<file path="config.mk">
export PLATFORM = sky130hd
export DESIGN_NAME = mmio_timer_bank
export DESIGN_NICKNAME = d
export VERILOG_FILES = /design/src/rtl/mmio_timer_bank.sv
export SDC_FILE = /design/constraint.sdc
export NUM_CORES = 1
export LEC_CHECK = 0
export CORE_MARGIN = 5
export CORE_UTILIZATION = 30
export DETAILED_ROUTE_END_ITERATION = 6
export MAX_ROUTING_LAYER = met4
export PLACE_DENSITY_LB_ADDON = 0.15
export RECOVER_POWER = 50
export SKIP_CTS_REPAIR_TIMING = 1
export SYNTH_ARGS = -nofsm -noshare
export SYNTH_HDL_FRONTEND = slang
export SYNTH_SLANG_ARGS = --single-unit
</file>
<file path="constraint.sdc">
create_clock -name clk -period 2.1 [get_ports clk]
set_input_delay 0.42 -clock clk [delete_from_list [all_inputs] [get_ports clk]]
set_output_delay 0.42 -clock clk [all_outputs]
set_load 0.005 [all_outputs]
</file>
<file path="src/rtl/mmio_timer_bank.sv">
// mmio_timer_bank
//   Bank of N_TIMERS independent down-counting timers on the MMIO bus. Each
//   channel has a prescaler, one-shot/periodic mode and an interrupt enable.
//   Channels share a sticky write-1-to-clear status register and a read-only
//   ID register.
//
// Ports
//   clk      system clock
//   rst_n    asynchronous active-low reset
//   we       write strobe, one cycle per access
//   be       byte enables for wdata
//   addr     local byte address (addr[1:0] ignored)
//   wdata    write data
//   rdata    read data, combinational from addr
//   irq      per-channel interrupt, status & IE (registered)
//   irq_any  OR of irq
//
// Map
//   addr[7]=0 : ch=addr[6:4], reg=addr[3:2] -> 0 CTRL, 1 LOAD, 2 COUNT(RO), 3 PRESC
//   0x80      : STATUS (W1C)
//   0x84      : ID = {16'h0, N_TIMERS[7:0], CNT_W[7:0]}
module mmio_timer_bank #(
  parameter int unsigned N_TIMERS = 4,
  parameter int unsigned CNT_W    = 16,
  parameter int unsigned PRESC_W  = 8,
  parameter int unsigned ADDR_W   = 8
) (
  input  logic                clk,
  input  logic                rst_n,
  input  logic                we,
  input  logic [3:0]          be,
  input  logic [ADDR_W-1:0]   addr,
  input  logic [31:0]         wdata,
  output logic [31:0]         rdata,
  output logic [N_TIMERS-1:0] irq,
  output logic                irq_any
);

  logic [N_TIMERS-1:0] en_q, en_d;
  logic [N_TIMERS-1:0] ie_q, ie_d;
  logic [N_TIMERS-1:0] os_q, os_d;
  logic [N_TIMERS-1:0] status_q, status_d;
  logic [N_TIMERS-1:0] irq_q;
  logic [CNT_W-1:0]    load_q  [N_TIMERS];
  logic [CNT_W-1:0]    load_d  [N_TIMERS];
  logic [CNT_W-1:0]    cnt_q   [N_TIMERS];
  logic [CNT_W-1:0]    cnt_d   [N_TIMERS];
  logic [PRESC_W-1:0]  presc_q [N_TIMERS];
  logic [PRESC_W-1:0]  presc_d [N_TIMERS];
  logic [PRESC_W-1:0]  pcnt_q  [N_TIMERS];
  logic [PRESC_W-1:0]  pcnt_d  [N_TIMERS];

  logic [N_TIMERS-1:0] set_v;
  logic [N_TIMERS-1:0] clr_v;

  // Address decode
  logic [31:0] ch_w;
  logic [1:0]  reg_sel;
  logic        is_ch, is_status, is_id;
  logic        unused_addr;

  assign ch_w        = {29'b0, addr[6:4]};
  assign reg_sel     = addr[3:2];
  assign is_ch       = ~addr[7];
  assign is_status   = addr[7] && (addr[6:2] == 5'd0);
  assign is_id       = addr[7] && (addr[6:2] == 5'd1);
  assign unused_addr = ^addr[1:0];

  // Byte-lane merge of a write into a zero-extended register value
  function automatic logic [31:0] merge32(input logic [31:0] old_v,
                                          input logic [31:0] new_v,
                                          input logic [3:0]  lanes);
    logic [31:0] r;
    r[7:0]   = lanes[0] ? new_v[7:0]   : old_v[7:0];
    r[15:8]  = lanes[1] ? new_v[15:8]  : old_v[15:8];
    r[23:16] = lanes[2] ? new_v[23:16] : old_v[23:16];
    r[31:24] = lanes[3] ? new_v[31:24] : old_v[31:24];
    return r;
  endfunction

  always_comb begin
    logic tick, hit, wr_ctrl, wr_load, wr_presc, restart;
    en_d    = en_q;
    ie_d    = ie_q;
    os_d    = os_q;
    load_d  = load_q;
    cnt_d   = cnt_q;
    presc_d = presc_q;
    pcnt_d  = pcnt_q;
    set_v   = '0;
    tick     = 1'b0;
    hit      = 1'b0;
    wr_ctrl  = 1'b0;
    wr_load  = 1'b0;
    wr_presc = 1'b0;
    restart  = 1'b0;

    for (int unsigned i = 0; i < N_TIMERS; i++) begin
      hit      = we && is_ch && (ch_w == i);
      wr_ctrl  = hit && be[0] && (reg_sel == 2'd0);
      wr_load  = hit && (reg_sel == 2'd1);
      wr_presc = hit && (reg_sel == 2'd3);
      restart  = wr_ctrl && ((wdata[0] && !en_q[i]) || wdata[3]);
      tick     = en_q[i] && (pcnt_q[i] == presc_q[i]);

      if (en_q[i]) begin
        pcnt_d[i] = tick ? '0 : pcnt_q[i] + PRESC_W'(1);
      end

      // A restart in the same cycle discards the tick entirely: no decrement,
      // no expiry, no one-shot disable.
      if (tick && !restart) begin
        if (cnt_q[i] == '0) begin
          set_v[i] = 1'b1;
          cnt_d[i] = load_q[i];
          if (os_q[i]) en_d[i] = 1'b0;
        end else begin
          cnt_d[i] = cnt_q[i] - CNT_W'(1);
        end
      end

      // Software CTRL write overrides the one-shot auto-disable.
      if (wr_ctrl) begin
        en_d[i] = wdata[0];
        ie_d[i] = wdata[1];
        os_d[i] = wdata[2];
      end

      if (restart) begin
        cnt_d[i]  = load_q[i];
        pcnt_d[i] = '0;
      end

      if (wr_load) begin
        load_d[i] = CNT_W'(merge32(32'(load_q[i]), wdata, be));
      end
      if (wr_presc) begin
        presc_d[i] = PRESC_W'(merge32(32'(presc_q[i]), wdata, be));
      end
    end

    clr_v    = (we && be[0] && is_status) ? wdata[N_TIMERS-1:0] : '0;
    // Set wins over a same-cycle clear.
    status_d = (status_q & ~clr_v) | set_v;
  end

  always_ff @(posedge clk or negedge rst_n) begin
    if (!rst_n) begin
      en_q     <= '0;
      ie_q     <= '0;
      os_q     <= '0;
      status_q <= '0;
      irq_q    <= '0;
      for (int unsigned i = 0; i < N_TIMERS; i++) begin
        load_q[i]  <= '0;
        cnt_q[i]   <= '0;
        presc_q[i] <= '0;
        pcnt_q[i]  <= '0;
      end
    end else begin
      en_q     <= en_d;
      ie_q     <= ie_d;
      os_q     <= os_d;
      status_q <= status_d;
      irq_q    <= status_q & ie_q;
      for (int unsigned i = 0; i < N_TIMERS; i++) begin
        load_q[i]  <= load_d[i];
        cnt_q[i]   <= cnt_d[i];
        presc_q[i] <= presc_d[i];
        pcnt_q[i]  <= pcnt_d[i];
      end
    end
  end

  assign irq     = irq_q;
  assign irq_any = |irq_q;

  always_comb begin
    rdata = '0;
    if (is_ch) begin
      for (int unsigned i = 0; i < N_TIMERS; i++) begin
        if (ch_w == i) begin
          case (reg_sel)
            2'd0:    rdata = {29'b0, os_q[i], ie_q[i], en_q[i]};
            2'd1:    rdata = 32'(load_q[i]);
            2'd2:    rdata = 32'(cnt_q[i]);
            default: rdata = 32'(presc_q[i]);
          endcase
        end
      end
    end else if (is_status) begin
      rdata = 32'(status_q);
    end else if (is_id) begin
      rdata = {16'h0, 8'(N_TIMERS), 8'(CNT_W)};
    end
  end

endmodule

</file>
Yosys cells after proc, flatten, opt, wreduce, memory -nomap -nowiden. Index checks and enable logic that the tools add are counted.

Flip-flop bits (word level): 212. Input bits: 47. Output and inout bits: 37. Logic and storage cells: 215.

Add/subtract/negate cells: 8. Equal/unequal tests: 11. Multiplexer cells: 60. Bitwise operators: 5. Reduce and logical (&&, ||, !) cells: 97.

Operators with widths (number): 16-bit two-way mux (13); 16-bit one-hot mux with 3 select lines (4); 32-bit two-way mux (4); 8-bit two-way mux (12); 16-bit zero test (4); 16-bit by 1-bit subtractor with 16-bit output, second input constant (4); 1-bit logical AND (41); 2-bit nonzero test (20); 8-bit by 1-bit adder with 8-bit output, second input constant (4); 8-bit == test (4); 32-bit zero test (1); 1-bit two-way mux (24); 2-bit AND reduction (12); 11-bit two-way mux (2); 3-bit AND reduction (4); 4-bit bitwise AND (2); 1-bit zero test (8); 3-bit by 2-bit == test with 1-bit output, second input constant (2); 5-bit by 1-bit == test with 1-bit output, second input constant (1); 5-bit zero test (1); 2-bit == test, second input constant (2); 1-bit logical OR (4); 4-bit two-way mux (1); 4-bit inverter (1); 6 further kinds (6).

Longest topological paths before layout.
Word-level depth: 10. Depth in mapped cells: 10. Depth with buffers taken out: 7.

Least setup slack after synthesis. No wires, ideal clock.

Path kind: input to output. From: in addr[2]. To: out rdata[2]. Arrival: 1823 ps. Required time: 1680 ps. Slack: -143 ps. Stages on the path: 4. Buffers on the path: 1. Cell sequence: buf_2 > mux4_2 > mux4_2 > a22o_1.

Longest elaborated chain between the ends: 7. Elaborated cells on any way between the ends: 15. Those cells by class: 2 x eq/ne; 10 x mux; 3 x reduce/logical.

Ends and longest elaborated chain: from (decl) (line 32) `input logic [ADDR_W-1:0] addr,`; 2-bit == test, or another cell as far along (line 183) `case (reg_sel)`; 16-bit one-hot mux with 3 select lines (line 183); 16-bit two-way mux (line 182) `if (ch_w == i) begin`; 32-bit two-way mux (3 in a row) (line 182); 32-bit two-way mux * (line 180) `if (is_ch) begin`; to (decl) (line 34) `output logic [31:0] rdata,`.

Mark *: on every way between the ends. The rest lies on a longest branch, timed or not.

Worst setup path after layout.
From: reg os_q[2]. To: out rdata[2].

Longest elaborated chain between the ends: 4.

Ends and longest elaborated chain: from (decl) (line 41) `logic [N_TIMERS-1:0] os_q, os_d;`; from (signal assigned) (line 163) `os_q <= os_d;`; 16-bit one-hot mux with 3 select lines (line 183); 32-bit two-way mux (2 in a row) (line 182); 32-bit two-way mux (line 180).

No other way between the ends.

==> report_table.html <==
<table>
<tr><th>Metric</th><th>Value</th></tr>
<tr><th colspan="2">Outcome</th></tr>
<tr><td>Status</td><td>complete, but fails checks</td></tr>
<tr><td>Failing checks</td><td>max-capacitance violations, max-slew violations, negative setup slack</td></tr>
<tr><th colspan="2">Placed design</th></tr>
<tr><td>Routability Congestion</td><td>0.936</td></tr>
<tr><td>Half-perimeter wire length after placement</td><td>34.7 mm</td></tr>
<tr><td>Placed cell area</td><td>0.0160 sq mm</td></tr>
<tr><td>Cell Count Post-Placement</td><td>2056</td></tr>
<tr><td># port buffers</td><td>47</td></tr>
<tr><td>Minimum setup slack after placement</td><td>-1.11 ns</td></tr>
<tr><th colspan="2">Die</th></tr>
<tr><td>Top Ports</td><td>84</td></tr>
<tr><td>Initial core utilization</td><td>30.3%</td></tr>
<tr><td>Total die area</td><td>0.0464 sq mm</td></tr>
<tr><td>Area inside the core boundary</td><td>0.0419 sq mm</td></tr>
<tr><td>X dimension of the die</td><td>216 microns</td></tr>
<tr><td>Count of standard-cell rows</td><td>75</td></tr>
<tr><td>Die Y</td><td>216 microns</td></tr>
<tr><th colspan="2">CTS</th></tr>
<tr><td>Number of buffers created by CTS</td><td>28</td></tr>
<tr><td>Max Root-Sink Buffers</td><td>3</td></tr>
<tr><td>Deepest level of the CTS H-tree</td><td>1</td></tr>
<tr><td>Clock network latency to the later pin of the worst-skew pair</td><td>0.56 ns</td></tr>
<tr><td>TritonCTS clock tree</td><td>yes</td></tr>
<tr><td>Post-CTS clock slew at the launch and capture registers of the worst setup and hold paths</td><td>0.06 ns</td></tr>
<tr><td>Master cell of the clock root buffer</td><td>sky130_fd_sc_hd__clkbuf_16</td></tr>
<tr><td>CTS sink cnt</td><td>212</td></tr>
<tr><th colspan="2">Setup path</th></tr>
<tr><td>Most prevalent standard cell on the critical path</td><td>sky130_fd_sc_hd__mux4_2</td></tr>
<tr><td>Crit path max fanout</td><td>2</td></tr>
<tr><td>Required @ worst endpoint</td><td>1.68 ns</td></tr>
<tr><td>Worst setup path class</td><td>reg2out</td></tr>
<tr><td>Cell with the largest stage delay on the worst path</td><td>sky130_fd_sc_hd__mux4_2</td></tr>
<tr><td>Category of the worst setup path launch point</td><td>flop</td></tr>
<tr><td>Kind of end point of the critical path</td><td>output pin</td></tr>
<tr><td>Worst EP arrival</td><td>2.35 ns</td></tr>
<tr><td>Critical path, cell by cell</td><td>mux4_2, mux4_2, a22o_4, clkbuf_2</td></tr>
<tr><td>Delay of the slowest cell on the worst path</td><td>0.51 ns</td></tr>
<tr><th colspan="2">Routing</th></tr>
<tr><td>Number of design-rule violations left by the first detailed-router iteration</td><td>752</td></tr>
<tr><td>Wire length per cell after detailed routing</td><td>21.6 microns</td></tr>
<tr><td>Routed WL</td><td>46.4 mm</td></tr>
<tr><td>First-pass iteration count of the detailed router</td><td>5</td></tr>
<tr><td>Vias</td><td>11358</td></tr>
<tr><td>Detailed-route vias per instance</td><td>5.29</td></tr>
<tr><td>Number of design rule violations left after detail routing</td><td>0</td></tr>
<tr><td>Count of antenna-violating nets left after detailed routing</td><td>0</td></tr>
<tr><th colspan="2">Final layout</th></tr>
<tr><td>Cell Count, Final, Fillers Out</td><td>2149</td></tr>
<tr><td>Sequential standard cell area</td><td>0.00531 sq mm</td></tr>
<tr><td>Area of all placed cells without fillers</td><td>0.0181 sq mm</td></tr>
<tr><td>Number of diodes</td><td>0</td></tr>
<tr><td>Fraction of layout cells with a size suffix above 1</td><td>42.0%</td></tr>
<tr><td>Area occupied by multi-input gates</td><td>0.00747 sq mm</td></tr>
<tr><td>Number of filler instances in the final layout</td><td>4030</td></tr>
<tr><td>Number of nets in the final layout</td><td>1648</td></tr>
<tr><td>Layout overhead on the synthesized area</td><td>43.0%</td></tr>
<tr><th colspan="2">Synthesis</th></tr>
<tr><td>Sequential element share of the synthesized area</td><td>41.9%</td></tr>
<tr><td>Post-Syn Area per Cell</td><td>10.2 sq um</td></tr>
<tr><td>Number of enable-type register cells in the synthesized netlist</td><td>0</td></tr>
<tr><td>Cell taking the most area after synthesis</td><td>sky130_fd_sc_hd__dfrtp_1</td></tr>
<tr><td>Cell with the most instances after synthesis</td><td>sky130_fd_sc_hd__dfrtp_1</td></tr>
<tr><td>Top post-synthesis cells by area</td><td>sky130_fd_sc_hd__dfrtp_1 42%, sky130_fd_sc_hd__mux2_2 11%, sky130_fd_sc_hd__mux2i_1 3.8%</td></tr>
<tr><td>Combined area of all synthesized cells</td><td>0.0127 sq mm</td></tr>
<tr><td>Commonest register cell after synthesis</td><td>sky130_fd_sc_hd__dfrtp_1</td></tr>
<tr><td>Share of flip-flops with an asynchronous set or reset</td><td>100%</td></tr>
<tr><td>Proportion of netlist area held by the largest area contributor</td><td>41.9%</td></tr>
<tr><td>Number of synthesized register bits</td><td>212</td></tr>
<tr><td>Number of library cell types mapped by synthesis</td><td>90</td></tr>
<tr><td>Number of cells produced by synthesis</td><td>1237</td></tr>
<tr><td>Commonest cells in the synthesized netlist</td><td>212 x sky130_fd_sc_hd__dfrtp_1, 119 x sky130_fd_sc_hd__mux2_2, 97 x sky130_fd_sc_hd__nor2_1</td></tr>
<tr><td>Count of yosys warnings during synthesis</td><td>0</td></tr>
<tr><th colspan="2">Power</th></tr>
<tr><td>Worst vdd rail ir drop</td><td>543 uV</td></tr>
<tr><td>Static leakage power</td><td>8.19 nW</td></tr>
<tr><td>Power density normalized to cell area</td><td>749 mW/mm^2</td></tr>
<tr><th colspan="2">STA</th></tr>
<tr><td>Relative slew slack</td><td>-7.71%</td></tr>
<tr><td>Slew Limit Fails</td><td>51</td></tr>
<tr><td>Final hold violation count</td><td>0</td></tr>
<tr><td>Slew at the pin closest to its max-slew limit</td><td>1.62 ns</td></tr>
<tr><td>Least setup slack across all paths after layout</td><td>-0.670 ns</td></tr>
<tr><td>Setup violations, final</td><td>27</td></tr>
<tr><td>Setup repair after global routing missed its margin</td><td>true</td></tr>
<tr><td>Clock Skew</td><td>0.00990 ns</td></tr>
<tr><td>Final critical path time including I/O delays and setup</td><td>2.77 ns</td></tr>
<tr><td>Final worst path period share</td><td>132%</td></tr>
<tr><td>Achievable clock frequency</td><td>0.361 GHz</td></tr>
<tr><th colspan="2">Flow run</th></tr>
<tr><td>Max-cap viol count</td><td>1</td></tr>
<tr><th colspan="2">Global routing</th></tr>
<tr><td>Global-route total usage across every layer</td><td>19.5%</td></tr>
<tr><td>Via count of the first global-routing pass</td><td>11331</td></tr>
<tr><td>Total congestion overflow after global routing</td><td>0</td></tr>
<tr><td>Number of antenna violations at the first check in global routing</td><td>0</td></tr>
<tr><td>First-pass GRT wire length</td><td>69.0 mm</td></tr>
<tr><td>Pin count of the biggest net entering global routing</td><td>55</td></tr>
<tr><th colspan="2">Worst hold path</th></tr>
<tr><td>Worst hold path type</td><td>reg2reg</td></tr>
</table>
==> worst max-delay path: cells and delay by family, from the launching register on <==
family	cells	cell delay, ns
mux	2	1.01
flops	1	0.41
buf+inv	1	0.11
compound gates	1	0.26
==> layer usage <==
layer	vias up	routed length, microns	part of all wire [%]	track usage, %
met2	217	22800	49	32.4
met3	68	1460	3.1	2.44
met5	-	0	0	-
li1	5345	-	-	-
met1	5728	20700	45	25.3
met4	0	1420	3.1	4.95
==> area by class of cell <==
cell class,count,share of cell area (%)
clock buffers,40,4.45
clock inverters,11,0.718
inverters,31,0.711
multi-input cells,916,41.2
flip-flops and latches,212,29.3
well taps,539,3.72
repair buffers,400,19.9
==> state kept, by name, indices dropped and copies added, names as in the netlist <==
signal and cells:
pcnt_q 32, load_q 64, irq 4, ie_q 4
presc_q 32, cnt_q 64, en_q 4, os_q 4
status_q 4
==> stage by stage <==
step                util, %  TNS, ns  power [mW]  hold slack, ns
floorplan                 -  -0.0152        6.67           0.124
global placement       38.3  -119.68        8.32           0.409
detailed placement     38.3  -119.20        8.34           0.409
CTS                    40.5   -24.98        13.3          -0.186
global route           43.3    -9.21        14.2           0.560
finish                 43.3    -6.45        13.6           0.527
==> power by group <==
part / internal [mW] / total (mW) / switching (mW)
Combinational: 1.84 / 3.60 / 1.76
Clock: 3.02 / 4.93 / 1.91
Sequential: 4.55 / 5.04 / 0.489
==> cell families (layout without fill, tap and decap cells) <==
family / count (synthesis) / in the layout / synth area share [%]
compound gates: 272 / 272 / 15.7
xor+xnor: 53 / 53 / 3.66
fa+ha+maj: 12 / 12 / 1.18
buf+inv: 124 / 482 / 5.05
flops: 212 / 212 / 41.9
mux: 177 / 177 / 16.1
other cells: 1 / 16 / 0.0296
simple gates: 386 / 386 / 16.4
==> worst paths after layout <==
check / start / to / slack, ns / depth (start not counted)
worst max-delay path: os_q[2] / rdata[2] / -0.67 / 4
max in group asynchronous: rst_n / cnt_q[23] / 0.28 / 3
worst min-delay path: load_q[38] / cnt_q[38] / 0.53 / 1
worst min register to register: load_q[38] / cnt_q[38] / 0.53 / 1
min in group asynchronous: rst_n / pcnt_q[20] / 0.83 / 2
worst max register to register: cnt_q[1] / cnt_q[14] / -0.08 / 9
==> placed cells by master, fill, tap and decap left out, types with 10 or more instances in the layout <==
cell                              Yosys  final
sky130_fd_sc_hd__nand3_1             25     21
sky130_fd_sc_hd__o21ai_0             63     60
sky130_fd_sc_hd__xnor2_1             29     28
sky130_fd_sc_hd__mux2_2             119    110
sky130_fd_sc_hd__inv_1               30     23
sky130_fd_sc_hd__nor2_1              97     95
sky130_fd_sc_hd__clkbuf_16            0     35
sky130_fd_sc_hd__mux2i_1             48     47
sky130_fd_sc_hd__nor4_2               1     11
sky130_fd_sc_hd__buf_6                9     30
sky130_fd_sc_hd__or3_1               19     18
sky130_fd_sc_hd__nand4_1             25     25
sky130_fd_sc_hd__mux2_4               1     10
sky130_fd_sc_hd__a221oi_2             0     18
sky130_fd_sc_hd__buf_12               0     24
sky130_fd_sc_hd__nor3_1              37     34
sky130_fd_sc_hd__xor2_1              24     24
sky130_fd_sc_hd__a21oi_1             37     34
sky130_fd_sc_hd__nand2_1             60     58
sky130_fd_sc_hd__o2bb2ai_1           38     38
sky130_fd_sc_hd__nor4_1              36     23
sky130_fd_sc_hd__clkdlybuf4s50_1      0     24
sky130_fd_sc_hd__buf_4               20    290
sky130_fd_sc_hd__a221oi_1            42     21
sky130_fd_sc_hd__conb_1               1     16
sky130_fd_sc_hd__dfrtp_1            212    209
Power figures use the tool's default switching activity.
